==> config.mk <==
export PLATFORM = sky130hd
export DESIGN_NAME = axi_lite_slave_regs_flat
export DESIGN_NICKNAME = d
export VERILOG_FILES = /design/src/rtl/axi_lite_slave_regs_if.sv /design/src/rtl/axi_lite_slave_regs.sv /design/src/flat_wrapper.sv
export SDC_FILE = /design/constraint.sdc
export NUM_CORES = 2
export LEC_CHECK = 0
export BUFFER_PORTS_ARGS = -buffer_cell sky130_fd_sc_hd__buf_2
export CORE_AREA = 2 2 468 470
export DETAILED_ROUTE_END_ITERATION = 7
export DIE_AREA = 0 0 470 472
export SYNTH_ARGS = -nofsm -noshare
export SYNTH_HDL_FRONTEND = slang
export SYNTH_SLANG_ARGS = --single-unit
export TNS_END_PERCENT = 10
==> constraint.sdc <==
create_clock -name S_AXI_ACLK -period 34.9 [get_ports S_AXI_ACLK]
set_input_delay 5.235 -clock S_AXI_ACLK [delete_from_list [all_inputs] [get_ports S_AXI_ACLK]]
set_output_delay 5.235 -clock S_AXI_ACLK [all_outputs]
set_load 0.01 [all_outputs]
==> src/rtl/axi_lite_slave_regs_if.sv <==
// AXI4-Lite bus bundle between an AXI4-Lite master and the axi_lite_slave_regs register bank.
// Clock and reset are not carried here; they stay plain ports on the modules.
interface axi_lite_slave_regs_if #(
    parameter int ADDR_WIDTH = 32,
    parameter int DATA_WIDTH = 32
);
    logic [ADDR_WIDTH-1:0]   AWADDR;
    logic [2:0]              AWPROT;
    logic                    AWVALID;
    logic                    AWREADY;
    logic [DATA_WIDTH-1:0]   WDATA;
    logic [DATA_WIDTH/8-1:0] WSTRB;
    logic                    WVALID;
    logic                    WREADY;
    logic [1:0]              BRESP;
    logic                    BVALID;
    logic                    BREADY;
    logic [ADDR_WIDTH-1:0]   ARADDR;
    logic [2:0]              ARPROT;
    logic                    ARVALID;
    logic                    ARREADY;
    logic [DATA_WIDTH-1:0]   RDATA;
    logic [1:0]              RRESP;
    logic                    RVALID;
    logic                    RREADY;

    modport master (
        output AWADDR, AWPROT, AWVALID, WDATA, WSTRB, WVALID, BREADY,
        output ARADDR, ARPROT, ARVALID, RREADY,
        input  AWREADY, WREADY, BRESP, BVALID, ARREADY, RDATA, RRESP, RVALID
    );

    modport slave (
        input  AWADDR, AWPROT, AWVALID, WDATA, WSTRB, WVALID, BREADY,
        input  ARADDR, ARPROT, ARVALID, RREADY,
        output AWREADY, WREADY, BRESP, BVALID, ARREADY, RDATA, RRESP, RVALID
    );
endinterface

==> src/rtl/axi_lite_slave_regs.sv <==
// AXI4-Lite slave register bank: register 0 reads STATUS_IN, the rest are R/W control words.
// Optional one-cycle GO pulse on writes to C_GO_INDEX when AXIL_SLV_GO_PULSE_EN is defined.
module axi_lite_slave_regs #(
    parameter int                            C_S_AXI_ADDR_WIDTH = 32,
    parameter int                            C_S_AXI_DATA_WIDTH = 32,
    parameter logic [C_S_AXI_ADDR_WIDTH-1:0] C_BASEADDR         = 32'h40400000,
    parameter int                            C_NUM_REGS         = 32,
    parameter int                            C_GO_INDEX         = 22
) (
    input  logic                         S_AXI_ACLK,
    input  logic                         S_AXI_ARESET,
    axi_lite_slave_regs_if.slave         s_axi,
    input  logic [31:0]                  STATUS_IN,
    output logic [C_NUM_REGS*32-1:0]     REG_OUT
`ifdef AXIL_SLV_GO_PULSE_EN
    ,
    output logic                         GO
`endif
);
    localparam int IDX_W   = $clog2(C_NUM_REGS);
    localparam int TAG_LSB = IDX_W + 2;
    localparam logic [1:0] RESP_OKAY   = 2'b00;
    localparam logic [1:0] RESP_SLVERR = 2'b10;

    typedef enum logic {R_IDLE, R_DATA} r_state_t;

    logic [31:0]                   regs [C_NUM_REGS];
    logic                          aw_held, w_held, bvalid_q;
    logic [1:0]                    bresp_q;
    logic [C_S_AXI_ADDR_WIDTH-1:0] aw_addr_q;
    logic [31:0]                   w_data_q;
    logic [3:0]                    w_strb_q;
    logic                          aw_fire, w_fire, commit;
    logic [IDX_W-1:0]              aw_idx, ar_idx;
    logic                          aw_hit, ar_hit, ar_fire;
    r_state_t                      r_state, r_next;
    logic [31:0]                   rdata_q, rdata_next;
    logic [1:0]                    rresp_q, rresp_next;

    // Ready outputs are forced low while reset is asserted, not just after it.
    assign s_axi.AWREADY = !S_AXI_ARESET && !aw_held && !bvalid_q;
    assign s_axi.WREADY  = !S_AXI_ARESET && !w_held && !bvalid_q;
    assign s_axi.BVALID  = bvalid_q;
    assign s_axi.BRESP   = bresp_q;

    assign aw_fire = s_axi.AWVALID && s_axi.AWREADY;
    assign w_fire  = s_axi.WVALID && s_axi.WREADY;
    assign commit  = aw_held && w_held;
    assign aw_idx  = aw_addr_q[IDX_W+1:2];
    assign aw_hit  = aw_addr_q[C_S_AXI_ADDR_WIDTH-1:TAG_LSB] == C_BASEADDR[C_S_AXI_ADDR_WIDTH-1:TAG_LSB];

    // NOTE: sequential state uses <= so every flop samples pre-edge values, whatever the statement order.
    always_ff @(posedge S_AXI_ACLK or posedge S_AXI_ARESET) begin
        if (S_AXI_ARESET) begin
            aw_held   <= 1'b0;
            w_held    <= 1'b0;
            bvalid_q  <= 1'b0;
            bresp_q   <= RESP_OKAY;
            aw_addr_q <= '0;
            w_data_q  <= '0;
            w_strb_q  <= '0;
        end else begin
            if (aw_fire) begin
                aw_addr_q <= s_axi.AWADDR;
                aw_held   <= 1'b1;
            end
            if (w_fire) begin
                w_data_q <= s_axi.WDATA;
                w_strb_q <= s_axi.WSTRB;
                w_held   <= 1'b1;
            end
            if (commit) begin
                aw_held  <= 1'b0;
                w_held   <= 1'b0;
                bvalid_q <= 1'b1;
                bresp_q  <= aw_hit ? RESP_OKAY : RESP_SLVERR;
            end else if (bvalid_q && s_axi.BREADY) begin
                bvalid_q <= 1'b0;
            end
        end
    end

    // NOTE: the bank is reset explicitly because these are control flops that user logic sees, not a RAM.
    always_ff @(posedge S_AXI_ACLK or posedge S_AXI_ARESET) begin
        if (S_AXI_ARESET) begin
            for (int i = 0; i < C_NUM_REGS; i++) regs[i] <= '0;
        end else if (commit && aw_hit) begin
            for (int i = 1; i < C_NUM_REGS; i++) begin
                if (aw_idx == IDX_W'(i)) begin
                    for (int b = 0; b < 4; b++) begin
                        if (w_strb_q[b]) regs[i][8*b +: 8] <= w_data_q[8*b +: 8];
                    end
                end
            end
        end
    end

    for (genvar i = 0; i < C_NUM_REGS; i++) begin : g_reg_out
        if (i == 0) begin : g_zero
            assign REG_OUT[31:0] = 32'h0;
        end else begin : g_reg
            assign REG_OUT[32*i +: 32] = regs[i];
        end
    end

`ifdef AXIL_SLV_GO_PULSE_EN
    logic go_q;

    always_ff @(posedge S_AXI_ACLK or posedge S_AXI_ARESET) begin
        if (S_AXI_ARESET) go_q <= 1'b0;
        else              go_q <= commit && aw_hit && (aw_idx == IDX_W'(C_GO_INDEX)) && (|w_strb_q);
    end

    assign GO = go_q;
`else
    // Without the GO feature a write to C_GO_INDEX is an ordinary register write.
`endif

    assign ar_idx  = s_axi.ARADDR[IDX_W+1:2];
    assign ar_hit  = s_axi.ARADDR[C_S_AXI_ADDR_WIDTH-1:TAG_LSB] == C_BASEADDR[C_S_AXI_ADDR_WIDTH-1:TAG_LSB];
    assign ar_fire = s_axi.ARVALID && s_axi.ARREADY;

    always_ff @(posedge S_AXI_ACLK or posedge S_AXI_ARESET) begin
        if (S_AXI_ARESET) r_state <= R_IDLE;
        else              r_state <= r_next;
    end

    // NOTE: every always_comb output gets a default first so no path can infer a latch.
    always_comb begin
        r_next = r_state;
        unique case (r_state)
            R_IDLE: if (s_axi.ARVALID) r_next = R_DATA;
            R_DATA: if (s_axi.RREADY)  r_next = R_IDLE;
        endcase
    end

    always_comb begin
        s_axi.ARREADY = !S_AXI_ARESET && (r_state == R_IDLE);
        s_axi.RVALID  = (r_state == R_DATA);
    end

    // Read data is sampled from the pre-edge bank, so a same-edge write commit is not visible.
    always_comb begin
        rdata_next = 32'h0;
        rresp_next = RESP_SLVERR;
        if (ar_hit) begin
            rresp_next = RESP_OKAY;
            rdata_next = (ar_idx == '0) ? STATUS_IN : regs[ar_idx];
        end
    end

    always_ff @(posedge S_AXI_ACLK or posedge S_AXI_ARESET) begin
        if (S_AXI_ARESET) begin
            rdata_q <= '0;
            rresp_q <= RESP_OKAY;
        end else if (ar_fire) begin
            rdata_q <= rdata_next;
            rresp_q <= rresp_next;
        end
    end

    assign s_axi.RDATA = rdata_q;
    assign s_axi.RRESP = rresp_q;

    logic unused_ok;
    assign unused_ok = ^{s_axi.AWPROT, s_axi.ARPROT, s_axi.ARADDR[1:0], aw_addr_q[1:0]};
endmodule

==> src/flat_wrapper.sv <==
// flat-port wrapper written by rule: the top's interface ports become plain ports
module axi_lite_slave_regs_flat 
#(
    parameter int                            C_S_AXI_ADDR_WIDTH = 32,
    parameter int                            C_S_AXI_DATA_WIDTH = 32,
    parameter logic [C_S_AXI_ADDR_WIDTH-1:0] C_BASEADDR         = 32'h40400000,
    parameter int                            C_NUM_REGS         = 32,
    parameter int                            C_GO_INDEX         = 22
)
  (S_AXI_ACLK, S_AXI_ARESET, STATUS_IN, REG_OUT, s_axi_AWADDR, s_axi_AWPROT, s_axi_AWVALID, s_axi_WDATA, s_axi_WSTRB, s_axi_WVALID, s_axi_BREADY, s_axi_ARADDR, s_axi_ARPROT, s_axi_ARVALID, s_axi_RREADY, s_axi_AWREADY, s_axi_WREADY, s_axi_BRESP, s_axi_BVALID, s_axi_ARREADY, s_axi_RDATA, s_axi_RRESP, s_axi_RVALID);
  axi_lite_slave_regs_if #(.ADDR_WIDTH(32), .DATA_WIDTH(32)) s_axi_i ();
  input  logic S_AXI_ACLK;
  input  logic S_AXI_ARESET;
  input  logic [31:0] STATUS_IN;
  output logic [C_NUM_REGS*32-1:0] REG_OUT;
  input wire logic [$bits(s_axi_i.AWADDR)-1:0] s_axi_AWADDR;
  input wire logic [$bits(s_axi_i.AWPROT)-1:0] s_axi_AWPROT;
  input wire logic [$bits(s_axi_i.AWVALID)-1:0] s_axi_AWVALID;
  input wire logic [$bits(s_axi_i.WDATA)-1:0] s_axi_WDATA;
  input wire logic [$bits(s_axi_i.WSTRB)-1:0] s_axi_WSTRB;
  input wire logic [$bits(s_axi_i.WVALID)-1:0] s_axi_WVALID;
  input wire logic [$bits(s_axi_i.BREADY)-1:0] s_axi_BREADY;
  input wire logic [$bits(s_axi_i.ARADDR)-1:0] s_axi_ARADDR;
  input wire logic [$bits(s_axi_i.ARPROT)-1:0] s_axi_ARPROT;
  input wire logic [$bits(s_axi_i.ARVALID)-1:0] s_axi_ARVALID;
  input wire logic [$bits(s_axi_i.RREADY)-1:0] s_axi_RREADY;
  output wire logic [$bits(s_axi_i.AWREADY)-1:0] s_axi_AWREADY;
  output wire logic [$bits(s_axi_i.WREADY)-1:0] s_axi_WREADY;
  output wire logic [$bits(s_axi_i.BRESP)-1:0] s_axi_BRESP;
  output wire logic [$bits(s_axi_i.BVALID)-1:0] s_axi_BVALID;
  output wire logic [$bits(s_axi_i.ARREADY)-1:0] s_axi_ARREADY;
  output wire logic [$bits(s_axi_i.RDATA)-1:0] s_axi_RDATA;
  output wire logic [$bits(s_axi_i.RRESP)-1:0] s_axi_RRESP;
  output wire logic [$bits(s_axi_i.RVALID)-1:0] s_axi_RVALID;
  assign s_axi_i.AWADDR = s_axi_AWADDR;
  assign s_axi_i.AWPROT = s_axi_AWPROT;
  assign s_axi_i.AWVALID = s_axi_AWVALID;
  assign s_axi_i.WDATA = s_axi_WDATA;
  assign s_axi_i.WSTRB = s_axi_WSTRB;
  assign s_axi_i.WVALID = s_axi_WVALID;
  assign s_axi_i.BREADY = s_axi_BREADY;
  assign s_axi_i.ARADDR = s_axi_ARADDR;
  assign s_axi_i.ARPROT = s_axi_ARPROT;
  assign s_axi_i.ARVALID = s_axi_ARVALID;
  assign s_axi_i.RREADY = s_axi_RREADY;
  assign s_axi_AWREADY = s_axi_i.AWREADY;
  assign s_axi_WREADY = s_axi_i.WREADY;
  assign s_axi_BRESP = s_axi_i.BRESP;
  assign s_axi_BVALID = s_axi_i.BVALID;
  assign s_axi_ARREADY = s_axi_i.ARREADY;
  assign s_axi_RDATA = s_axi_i.RDATA;
  assign s_axi_RRESP = s_axi_i.RRESP;
  assign s_axi_RVALID = s_axi_i.RVALID;
  axi_lite_slave_regs #(.C_S_AXI_ADDR_WIDTH(C_S_AXI_ADDR_WIDTH), .C_S_AXI_DATA_WIDTH(C_S_AXI_DATA_WIDTH), .C_BASEADDR(C_BASEADDR), .C_NUM_REGS(C_NUM_REGS), .C_GO_INDEX(C_GO_INDEX)) u_core (.S_AXI_ACLK(S_AXI_ACLK), .S_AXI_ARESET(S_AXI_ARESET), .s_axi(s_axi_i), .STATUS_IN(STATUS_IN), .REG_OUT(REG_OUT));
endmodule
==> reports/qor.yml <==
status:
  status: "finished, final reports clean"
logic_synthesis:
  synth.avg_cell_area_um2: 14.71
  synth_cells: 3391
  async_flop_share: 1.000
  synth_flop_cell: "dfrtp_1"
  ys_types: 49
  netlist_area_um2: 49880
  synth-edff-count: 0
  yosysWarnings: 32
  yosysSeqAreaShare: 0.5499
  ys_ff_latch: 1096
cells_and_area:
  final_common_cell: "buf_2"
  area_growth_pct: 26.93
  n_fill_cell: 22180
  drive_gt1_frac: 0.5781
  final_nets: 4695
  final_cell_mix: "1,161 x buf_2, 1,092 x dfrtp_1, 965 x mux2_2, 156 x mux4_2, 139 x mux2_1"
  stdcell_count: 7517
  final_area_um2: 63310
power:
  p_per_area_nw_per_um2: 51.79
  peakVddDrop_uv: 50.84
  p_leak_nw: 33.38
place:
  dpl_cell_area_um2: 59010
  dp_hpwl_um: 204500
  placedCellCount: 7269
  portBuffers: 1165
  place.gp.congestion: 0.9228
timing:
  hold_viol: 0
  layout_min_cycle_time_ns: 11.06
  worst_pin_slew_ns: 1.313
  maxSlewHeadroom: 0.1201
  setup_tns_ns: 0
  maxSlewViolCount: 0
  grt_setup_unrepaired: "no"
  skew_ns: 0.04066
  post-route-period-util: 0.3170
  max_freq_mhz: 90.38
  setup_viol: 0
floorplan:
  fp.dieArea_um2: 221800
  die_w_um: 470
  coreArea_um2: 216500
  die_h_um: 472
  io-pin-count: 1210
  initial_core_util: 0.2304
  num_rows: 171
critical_path:
  reg2reg_from: "u_core.aw_addr_q[8]"
  path_max_fanout: 4
  crit_arrival_ns: 5.83
  crit_path_end_kind: "output port"
  r2r-end: "u_core.REG_OUT[942]"
  reg2reg_setup_slack_ns: 30.46
  worstRegToRegCells: 7
  critPathLaunchType: "input port"
  worst-setup-path-type: "input port to output port"
  critPathCapture: "s_axi_WREADY"
  startpoint: "S_AXI_ARESET"
  crit_required_ns: 29.66
route:
  vias: 37730
  drtAntennaViolNets: 0
  routed_via_density: 5.019
  dr.first_iter.drc_count: 3446
  wire_per_inst_um: 35.47
  firstDrtPassIters: 5
  drc: 0
  routed_wl_um: 266600
clocking:
  ctsLongestPathBuffers: 3
  cts_made_buffers: 133
  post_cts_resized: 0
  post-cts-setup-buffers: 0
  path_clk_slew_ns: 0.06
  clock_latency_ns: 0.78
  clockRootBuffer: "clkbuf_16"
  cts_tree: "done"
  cts_hold_buf: 0
  clock_sinks: 1096
  htree_levels: 4
global_route:
  grt_max_degree: 156
  antenna_found_initial: 53
  grt_overflow: 0
  grt_pass1_wl_um: 353500
  grt_pass1_vias: 38050
  track_usage: 0.2332
run:
  cap_violations: 0
worst_hold_path:
  hold_path_class: "flip-flop to flip-flop"
flip-flops by register name (all words and copies together) (netlist names):
| name | cells |
|---|---|
| u_core.s_axi.RDATA | 32 |
| u_core.aw_held | 1 |
| u_core.s_axi.BRESP | 1 |
| u_core.s_axi.RVALID | 1 |
| u_core.aw_addr_q | 30 |
| u_core.w_data_q | 32 |
| u_core.w_held | 1 |
| u_core.s_axi.RRESP | 1 |
| u_core.s_axi.BVALID | 1 |
| u_core.w_strb_q | 4 |
| u_core.REG_OUT | 992 |
kinds of logic (layout without fill, tap and decap cells):
group | count (synthesis) | count (layout) | synth area share
muxes | 1398 | 1398 | 0.3474
and+or+nand+nor | 347 | 347 | 0.03891
AOI/OAI and AO/OA | 264 | 264 | 0.03667
DFF | 1096 | 1096 | 0.5499
other | 1 | 54 | 0.00007518
buffers and inverters | 285 | 1504 | 0.02709
how the worst min path moves through the flow:
| stage | start | endpoint | slack, ns | cells after the start |
|---|---|---|---|---|
| after floorplan | u_core.aw_addr_q[22] | u_core.aw_addr_q[22] | 0.47 | 1 |
| after detailed placement | u_core.s_axi.RDATA[21] | u_core.s_axi.RDATA[21] | 0.47 | 2 |
| final | u_core.s_axi.RDATA[18] | u_core.s_axi.RDATA[18] | 0.47 | 2 |
| after global routing | u_core.s_axi.RDATA[26] | u_core.s_axi.RDATA[26] | 0.52 | 2 |
| after global placement | u_core.s_axi.RDATA[18] | u_core.s_axi.RDATA[18] | 0.47 | 2 |
| after CTS | u_core.s_axi.RDATA[21] | u_core.s_axi.RDATA[21] | 0.48 | 2 |
layer usage:
layer | vias to the layer above | global-route usage | wire, um
li1 | 14970 | - | -
met1 | 20170 | 0.3007 | 109800
met2 | 2091 | 0.3493 | 115300
met3 | 467 | 0.07419 | 25370
met4 | 28 | 0.1199 | 15930
met5 | - | 0 | 184
cell usage after synthesis (18+ instances only):
master,n,area (um2)
buf_4,61,457.9
mux2i_1,138,1381
mux2_2,965,10870
o21ai_0,30,150.1
a2111oi_0,18,157.7
o22ai_1,83,519.3
dfrtp_1,1096,27430
a21oi_1,33,165.2
mux4_2,156,3513
nand2_1,99,371.6
a221o_1,35,350.3
nor2_1,33,123.9
nand2_2,42,262.8
nor3_1,66,330.3
nand2b_1,28,175.2
mux2_1,139,1565
clkbuf_1,170,638.1
a22oi_1,28,210.2
buf_2,30,150.1
stage by stage:
stage	setup WS, ns	utilization	total power, mW	hold slack (ns)
floorplan	14.54	-	1.630	0.4724
global placement	23.83	0.2725	1.914	0.4679
detailed placement	23.83	0.2725	1.924	0.4670
CTS	23.83	0.2922	3.315	0.4803
global route	23.79	0.2922	3.394	0.5182
finish	23.84	0.2924	3.279	0.4749
critical path: stages:
cell	delay, ns
buf_2	0.15
nor3_1	0.25
buf_2	0.19
final cells by class:
cell class                      instances  area, um2  share of cell area
Sequential cell                      1096      27430              0.4333
Multi-Input combinational cell       2043      21340              0.3370
Timing Repair Buffer                 1267       6634              0.1048
Clock buffer                          190       3866             0.06107
Tap cell                             2854       3571             0.05641
Clock inverter                         38      382.9            0.006048
Antenna cell                           20      50.05           0.0007905
Inverter                                9      37.54           0.0005929
power by group:
group | internal, mW | switching [mW]
sequential | 1.31 | 0.104
clock | 0.795 | 0.587
combinational | 0.103 | 0.380
total | 2.21 | 1.07
No activity file was read; power rests on OpenSTA's default activity.
